**src/rtl/sine_meter.sv**
```systemverilog
// Sine waveform meter: rising midscale crossings with hysteresis, per-cycle period/peak/trough/amplitude.
// Optional SINE_METER_AVG_EN: report a 4-measurement average period and only every 4th result.
module sine_meter #(
    parameter int unsigned MID   = 128,
    parameter int unsigned HYST  = 16,
    parameter int unsigned CNT_W = 16
) (
    input  logic             clk,
    input  logic             rst,
    input  logic             sample_valid,
    input  logic [7:0]       sample,
    output logic [CNT_W-1:0] period,
    output logic [7:0]       peak,
    output logic [7:0]       trough,
    output logic [7:0]       amplitude,
    output logic             period_valid,
    output logic             locked,
    output logic             timeout
);

    localparam logic [7:0]       RISE    = 8'(MID + HYST);
    localparam logic [7:0]       FALL    = 8'(MID - HYST);
    localparam logic [CNT_W-1:0] CNT_MAX = '1;

    typedef enum logic [1:0] {IDLE, LOW_FIRST, HIGH, LOW} state_t;

    state_t           state, state_nxt;
    logic [CNT_W-1:0] cnt, cnt_nxt;
    logic [7:0]       run_max, run_max_nxt;
    logic [7:0]       run_min, run_min_nxt;
    logic             rise_c, fall_c, sat_c, meas_c;

    assign rise_c = (sample >= RISE);
    assign fall_c = (sample <= FALL);

    // State register
    always_ff @(posedge clk) begin
        if (rst) state <= IDLE;
        else     state <= state_nxt;
    end

    // Next-state logic; saturation overrides a coincident crossing
    always_comb begin
        state_nxt = state;
        if (sample_valid) begin
            case (state)
                IDLE:      if (fall_c) state_nxt = LOW_FIRST;
                LOW_FIRST: if (rise_c) state_nxt = HIGH;
                HIGH: begin
                    if (sat_c)       state_nxt = IDLE;
                    else if (fall_c) state_nxt = LOW;
                end
                LOW: begin
                    if (sat_c)       state_nxt = IDLE;
                    else if (rise_c) state_nxt = HIGH;
                end
                default:             state_nxt = IDLE;
            endcase
        end
    end

    // Event decode and next values of the running measurement
    always_comb begin
        sat_c       = sample_valid && (state == HIGH || state == LOW) && (cnt == CNT_MAX);
        meas_c      = sample_valid && (state == LOW) && rise_c && !sat_c;
        cnt_nxt     = cnt;
        run_max_nxt = run_max;
        run_min_nxt = run_min;
        if (sat_c) begin
            cnt_nxt     = '0;
            run_max_nxt = 8'd0;
            run_min_nxt = 8'd255;
        end else if (meas_c || (sample_valid && state == LOW_FIRST && rise_c)) begin
            cnt_nxt     = CNT_W'(1);
            run_max_nxt = sample;
            run_min_nxt = sample;
        end else if (sample_valid && (state == HIGH || state == LOW)) begin
            cnt_nxt     = cnt + CNT_W'(1);
            run_max_nxt = (sample > run_max) ? sample : run_max;
            run_min_nxt = (sample < run_min) ? sample : run_min;
        end
    end

`ifdef SINE_METER_AVG_EN
    localparam int unsigned SUM_W = CNT_W + 2;
    logic [SUM_W-1:0] sum;
    logic [1:0]       grp;
    logic [SUM_W-1:0] sum_tot;

    assign sum_tot = sum + SUM_W'(cnt);
`endif

    // Measurement and status registers
    always_ff @(posedge clk) begin
        if (rst) begin
            cnt          <= '0;
            run_max      <= 8'd0;
            run_min      <= 8'd255;
            period       <= '0;
            peak         <= 8'd0;
            trough       <= 8'd0;
            amplitude    <= 8'd0;
            period_valid <= 1'b0;
            locked       <= 1'b0;
            timeout      <= 1'b0;
`ifdef SINE_METER_AVG_EN
            sum          <= '0;
            grp          <= 2'd0;
`endif
        end else begin
            period_valid <= 1'b0;
            timeout      <= 1'b0;
            cnt          <= cnt_nxt;
            run_max      <= run_max_nxt;
            run_min      <= run_min_nxt;
            if (sat_c) begin
                timeout <= 1'b1;
                locked  <= 1'b0;
`ifdef SINE_METER_AVG_EN
                sum     <= '0;
                grp     <= 2'd0;
`endif
            end else if (meas_c) begin
`ifdef SINE_METER_AVG_EN
                if (grp == 2'd3) begin
                    period       <= CNT_W'(sum_tot >> 2);
                    peak         <= run_max;
                    trough       <= run_min;
                    amplitude    <= run_max - run_min;
                    period_valid <= 1'b1;
                    locked       <= 1'b1;
                    sum          <= '0;
                    grp          <= 2'd0;
                end else begin
                    sum <= sum_tot;
                    grp <= grp + 2'd1;
                end
`else
                period       <= cnt;
                peak         <= run_max;
                trough       <= run_min;
                amplitude    <= run_max - run_min;
                period_valid <= 1'b1;
                locked       <= 1'b1;
`endif
            end
        end
    end

endmodule

```
**config.mk**
```make
export PLATFORM = sky130hd
export DESIGN_NAME = sine_meter
export DESIGN_NICKNAME = d
export VERILOG_FILES = /design/src/rtl/sine_meter.sv
export SDC_FILE = /design/constraint.sdc
export NUM_CORES = 1
export LEC_CHECK = 0
export CORE_ASPECT_RATIO = 0.9
export CORE_UTILIZATION = 40
export DETAILED_ROUTE_END_ITERATION = 10
export GPL_TIMING_DRIVEN = 0
export SYNTH_ARGS = -nofsm -noshare
export SYNTH_HDL_FRONTEND = slang
export SYNTH_SLANG_ARGS = --single-unit
```
**constraint.sdc**
```tcl
create_clock -name clk -period 4.51 [get_ports clk]
set_input_delay 0.451 -clock clk [delete_from_list [all_inputs] [get_ports clk]]
set_output_delay 0.451 -clock clk [all_outputs]
set_load 0.01 [all_outputs]
```
# [Word-level counts from Yosys, hierarchy flattened]
# Index checks and enable logic that the tools add are counted.
[totals] input_bits=11 register_bits=77
[classes] add_sub_neg=2 muxes=16 reduce_logical=20 bitwise=1 n_eq_ne=6 order_cmp=4
[ops] operator="$mux W8" count=6
[ops] operator="$add A16 B1 Y16 const B" count=1
[ops] operator="$eq A16 B16 Y1 const B" count=1
[ops] operator="$mux W2" count=5
[ops] operator="$ge A8 B8 Y1 const B" count=1
[ops] operator="$gt A8 B8 Y1" count=1
[ops] operator="$le A8 B7 Y1 const B" count=1
[ops] operator="$lt A8 B8 Y1" count=1
[ops] operator="$pmux W2 S4" count=1
[ops] operator="$sub A8 B8 Y8" count=1
[ops] operator="$logic_and A1 B1 Y1" count=7
[ops] operator="$reduce_and A2 Y1" count=3
[ops] operator="$reduce_bool A2 Y1" count=3
[ops] operator="$eq A2 B2 Y1 const B" count=2
[ops] operator="$mux W1" count=4
[ops] operator="$ne A3 B3 Y1 const B" count=1
[ops] operator="$reduce_and A3 Y1" count=1
[ops] operator="$reduce_or A3 Y1" count=1
[ops] operator="$eq A2 B1 Y1 const B" count=1
[ops] operator="$logic_not A2 Y1" count=1
[ops] operator="$logic_or A1 B1 Y1" count=2
[ops] operator="$ne A2 B2 Y1 const B" count=1
[ops] operator="$reduce_or A2 Y1" count=1
[ops] operator="$logic_not A1 Y1" count=1
[ops] operator="$not A1 Y1" count=1

# [Longest topological paths before layout]
[logic_depth] word_depth=9 mapped_depth=9 ltp_nobuf=8

# [Least setup slack after synthesis]
# OpenSTA, ideal clock, no wires.
[synth_timing] path_type="input-to-reg" start="input port sample_valid" end="register run_max[4]" setup_slack_ns=2.392 arrival_time_ns=1.989 stages=9 path_cell_list="buf_4 -> nand3_2 -> or4_4 -> buf_6 -> o21ba_2 -> buf_2 -> clkbuf_1 -> nand2_1 -> mux2i_1"
[synth_via] elab_chain_cells=7
[synth_rtl] element="start, declared" line="10" source="input logic sample_valid,"
[synth_rtl] element="$logic_and A1 B1 Y1" line="64, 77"
[synth_rtl] element="$logic_and A1 B1 Y1" line="64" source="sat_c = sample_valid && (state == HIGH || state == LOW) && (cnt == CNT_MAX);"
[synth_rtl] element="$logic_not A1 Y1" line="65" source="meas_c = sample_valid && (state == LOW) && rise_c && !sat_c;"
[synth_rtl] element="$logic_and A1 B1 Y1" line="65"
[synth_rtl] element="$logic_or A1 B1 Y1" line="73" source="end else if (meas_c || (sample_valid && state == LOW_FIRST && rise_c)) begin"
[synth_rtl] element="$reduce_bool A2 Y1 (no line)"
[synth_rtl] element="$reduce_and A2 Y1 (no line)"
[synth_rtl] element="end signal, assigned" line="114" source="run_max <= run_max_nxt;"
[synth_rtl] element="end, declared" line="29" source="logic [7:0] run_max, run_max_nxt;"
# Several ways; a longest one is shown, not always the timed one.
# A chain may end at the register's enable or synchronous reset.

# [Final worst setup path]
[layout_timing] start="input port sample[4]" end="register trough[3]"
[layout_via] elab_chain_cells=4
[layout_rtl] element="start, declared" line="11" source="input logic [7:0] sample,"
[layout_rtl] element="$ge A8 B8 Y1" line="33" source="assign rise_c = (sample >= RISE);"
[layout_rtl] element="$logic_and A1 B1 Y1 (2 in a row)" line="65"
[layout_rtl] element="$reduce_and A2 Y1 (no line)"
[layout_rtl] element="end signal, assigned" line="141" source="trough <= run_min;"
[layout_rtl] element="end, declared" line="14" source="output logic [7:0] trough,"
# Every way passes these cells.

==> results.py <==
metrics = {
    "setup_path": {
        "timing.rr.start": "cnt[0]$_SDFFE_PP0P_",
        "critPathSlowestCell": "clkdlybuf4s50_1",
        "path_buf_inv": 3,
        "end_kind": "flop",
        "critical_path_required_ns": 4.79,
        "reg2reg_to": "period[3]$_SDFFE_PP0P_",
        "r2r_setup_slack_ns": 2.14,
        "r2r_cells": 8,
        "crit_fanout": 10,
        "worstPathCellList": "clkdlybuf4s50_1, o311a_1, nor2b_1, o21a_1, clkbuf_1, buf_2, nand2_1, a21oi_1",
        "path_delay_family": "buffers and inverters",
        "cpPeakStageDelay_ns": 0.62,
        "crit_type": "in2reg",
        "crit_arrival_ns": 2.80,
        "crit_path_start_kind": "input port",
    },
    "clock_network": {
        "clk_latency_ns": 0.35,
        "cts_tree": "built",
        "cts_sinks": 77,
        "clk_path_buf_depth": 2,
        "cts_root_buffer": "clkbuf_8",
        "post_cts_buffers": 0,
        "htree_levels": 3,
        "clk_pin_slew_worst_paths_ns": 0.08,
        "cts_buffers": 9,
        "ctsHoldBuffers": 0,
        "cts_resized": 0,
    },
    "floorplan": {
        "initial_core_util_pct": 42.2,
        "die_area_sq_um": 9640,
        "core_sq_um": 8770,
        "chipHeight_um": 93.2,
        "pin_count": 54,
        "rows": 32,
        "fp.dieW_um": 103,
    },
    "grt": {
        "grt_pass1_vias": 3067,
        "grt_max_degree": 14,
        "grt_usage_pct": 20.1,
        "gr-total-overflow": 0,
        "grt_first_pass_wirelength_um": 14800,
        "grt_antenna_before_repair": 0,
    },
    "cells_and_area": {
        "utilization_pct": 52.5,
        "area_delta_synth_final_pct": 24.5,
        "diodes": 0,
        "layout_commonest_cell": "nand2_1",
        "nNetsFinal": 548,
        "fillers": 872,
        "layout_common_cells": "nand2_1 (98), dfxtp_1 (77), clkdlybuf4s50_1 (52)",
        "final_layout_size_suffix_gt1_share_pct": 7.35,
    },
    "timing": {
        "rsz0062_at_grt": "no",
        "worstMarginPinSlew_ns": 0.608,
        "finalSetupViolCount": 0,
        "fin_crit_sh_pct": 55.9,
        "finalMaxSlewViolations": 0,
        "clock_skew_ns": 0.00889,
        "max_freq_mhz": 397,
        "period_needed_ns": 2.52,
        "finalHoldViolCount": 0,
        "slew_headroom_pct": 59.2,
        "tns_ns": 0,
    },
    "worst_hold_path": {
        "min_to": "state[0]$_SDFFE_PP0P_",
        "hold_path_depth": 2,
        "hp-start": "sample_valid",
        "min_path_type": "in2reg",
    },
    "drt": {
        "first_iter_violations": 152,
        "num_vias": 3203,
        "routed_wl_um": 8930,
        "drt-wirelength-per-cell_um": 14.0,
        "drtAntennaViolNets": 0,
        "route.detailed.drc": 0,
        "first_pass_iters": 4,
        "vias_per_cell": 5.04,
    },
    "synth": {
        "synth_top_family_by_area": "simple AND/OR/NAND/NOR gates",
        "synth-compound-area-share_pct": 15.0,
        "synth_seq_area_share_pct": 41.7,
        "syn_area_per_cell_sq_um": 8.22,
        "synth_simple_gate_area_share_pct": 24.3,
        "yosysWarnings": 0,
        "synth_edf_count": 0,
        "async_reset_ff_share_pct": 0,
        "ys.flop_type": "dfxtp_1",
        "yosys.area_share.adder_pct": 8.32,
        "synth_xor_area_share_pct": 3.55,
        "synth_mux_area_share_pct": 2.44,
        "synth_cell_types": 50,
        "syn_inst": 450,
        "syn_nets": 485,
        "synth-seq-cells": 77,
        "synth_area_sq_um": 3700,
    },
    "placed_design": {
        "place.gp.congestion": 0.856,
        "io_buffers": 52,
        "hpwl_um": 6660,
    },
    "pwr": {
        "ir_worst_vdd_mv": 0.145,
        "p_leak_nw": 1.76,
        "powerDensity_nw_per_um2": 307,
    },
    "status": {
        "outcome": "completed",
    },
    "flow_run": {
        "drv_cap": 0,
    },
}
## per-stage QoR
stage          hold slack, ns  cell area, sq um  instances  worst slack [ns]  total power, mW
3_5_place_dp            0.446              4370        621              1.64            0.802
5_1_grt                 0.385              4600        636              1.87             1.47
2_1_floorplan           0.445              3700        450              2.39            0.769
4_1_cts                 0.360              4600        636              2.00             1.43
3_3_place_gp            0.441              4370        621              1.69            0.800
6_report                0.368              4600        636              1.99             1.41
## registers in the layout (all words and copies together), names as in the netlist
register,flops
period_valid,1
state,2
run_min,8
peak,8
period,16
timeout,1
run_max,8
amplitude,8
cnt,16
trough,8
locked,1
## layer usage
metal	GRT usage, %	wire, um	vias to the layer above
met5	0	0	-
met4	7.16	157	0
met3	3.81	323	14
met2	29.7	3700	61
met1	29.0	4740	1473
li1	-	-	1655
## final cells by class
class                      instances  area [sq um]  area share (%)
clock buffer                       9           124            2.69
inverter                          19          71.3            1.55
sequential                        77          1540            33.5
timing repair buffer              52           520            11.3
multi-input combinational        335          1980            43.1
tap                              119           149            3.23
buffer                            19           104            2.26
clock inverter                     6           111            2.42
## cells by family after synthesis
group | after synthesis
adders and majority gates | 24
and+or+nand+nor | 197
muxes | 9
xor gates and xnor gates | 15
buffers and inverters | 38
DFF | 77
AOI/OAI and AO/OA | 90
## worst max path at each step
stage / start / end / slack (ns) / cells past startpoint
3_3_place_gp: sample[4] / trough[5]$_SDFFE_PP0P_ / 1.69 / 8
2_1_floorplan: sample_valid / run_max[4]$_SDFFE_PP0P_ / 2.39 / 9
3_5_place_dp: sample[4] / trough[3]$_SDFFE_PP0P_ / 1.64 / 8
6_report: sample[4] / trough[3]$_SDFFE_PP0P_ / 1.99 / 8
5_1_grt: sample[4] / trough[5]$_SDFFE_PP0P_ / 1.87 / 8
4_1_cts: sample[4] / trough[3]$_SDFFE_PP0P_ / 2.00 / 8
## synthesized netlist by cell type, types with 5 or more instances
library cell / n / area, sq um
nor2_1: 38 / 143
nand2b_1: 5 / 31.3
nand4_1: 5 / 31.3
nand3_1: 24 / 120
xnor2_1: 8 / 70.1
nand2_1: 98 / 368
inv_1: 19 / 71.3
buf_2: 8 / 40.0
xor2_1: 7 / 61.3
clkbuf_1: 7 / 26.3
mux2i_1: 9 / 90.1
a21oi_1: 46 / 230
o21ai_0: 18 / 90.1
ha_1: 23 / 288
dfxtp_1: 77 / 1540
## power by group
| group | switching [mW] | internal (mW) |
|---|---|---|
| registers | 0.00760 | 0.686 |
| clock network | 0.258 | 0.365 |
| logic | 0.0558 | 0.0384 |
| total | 0.322 | 1.09 |
Note: power is estimated with default switching activity, not from simulation.
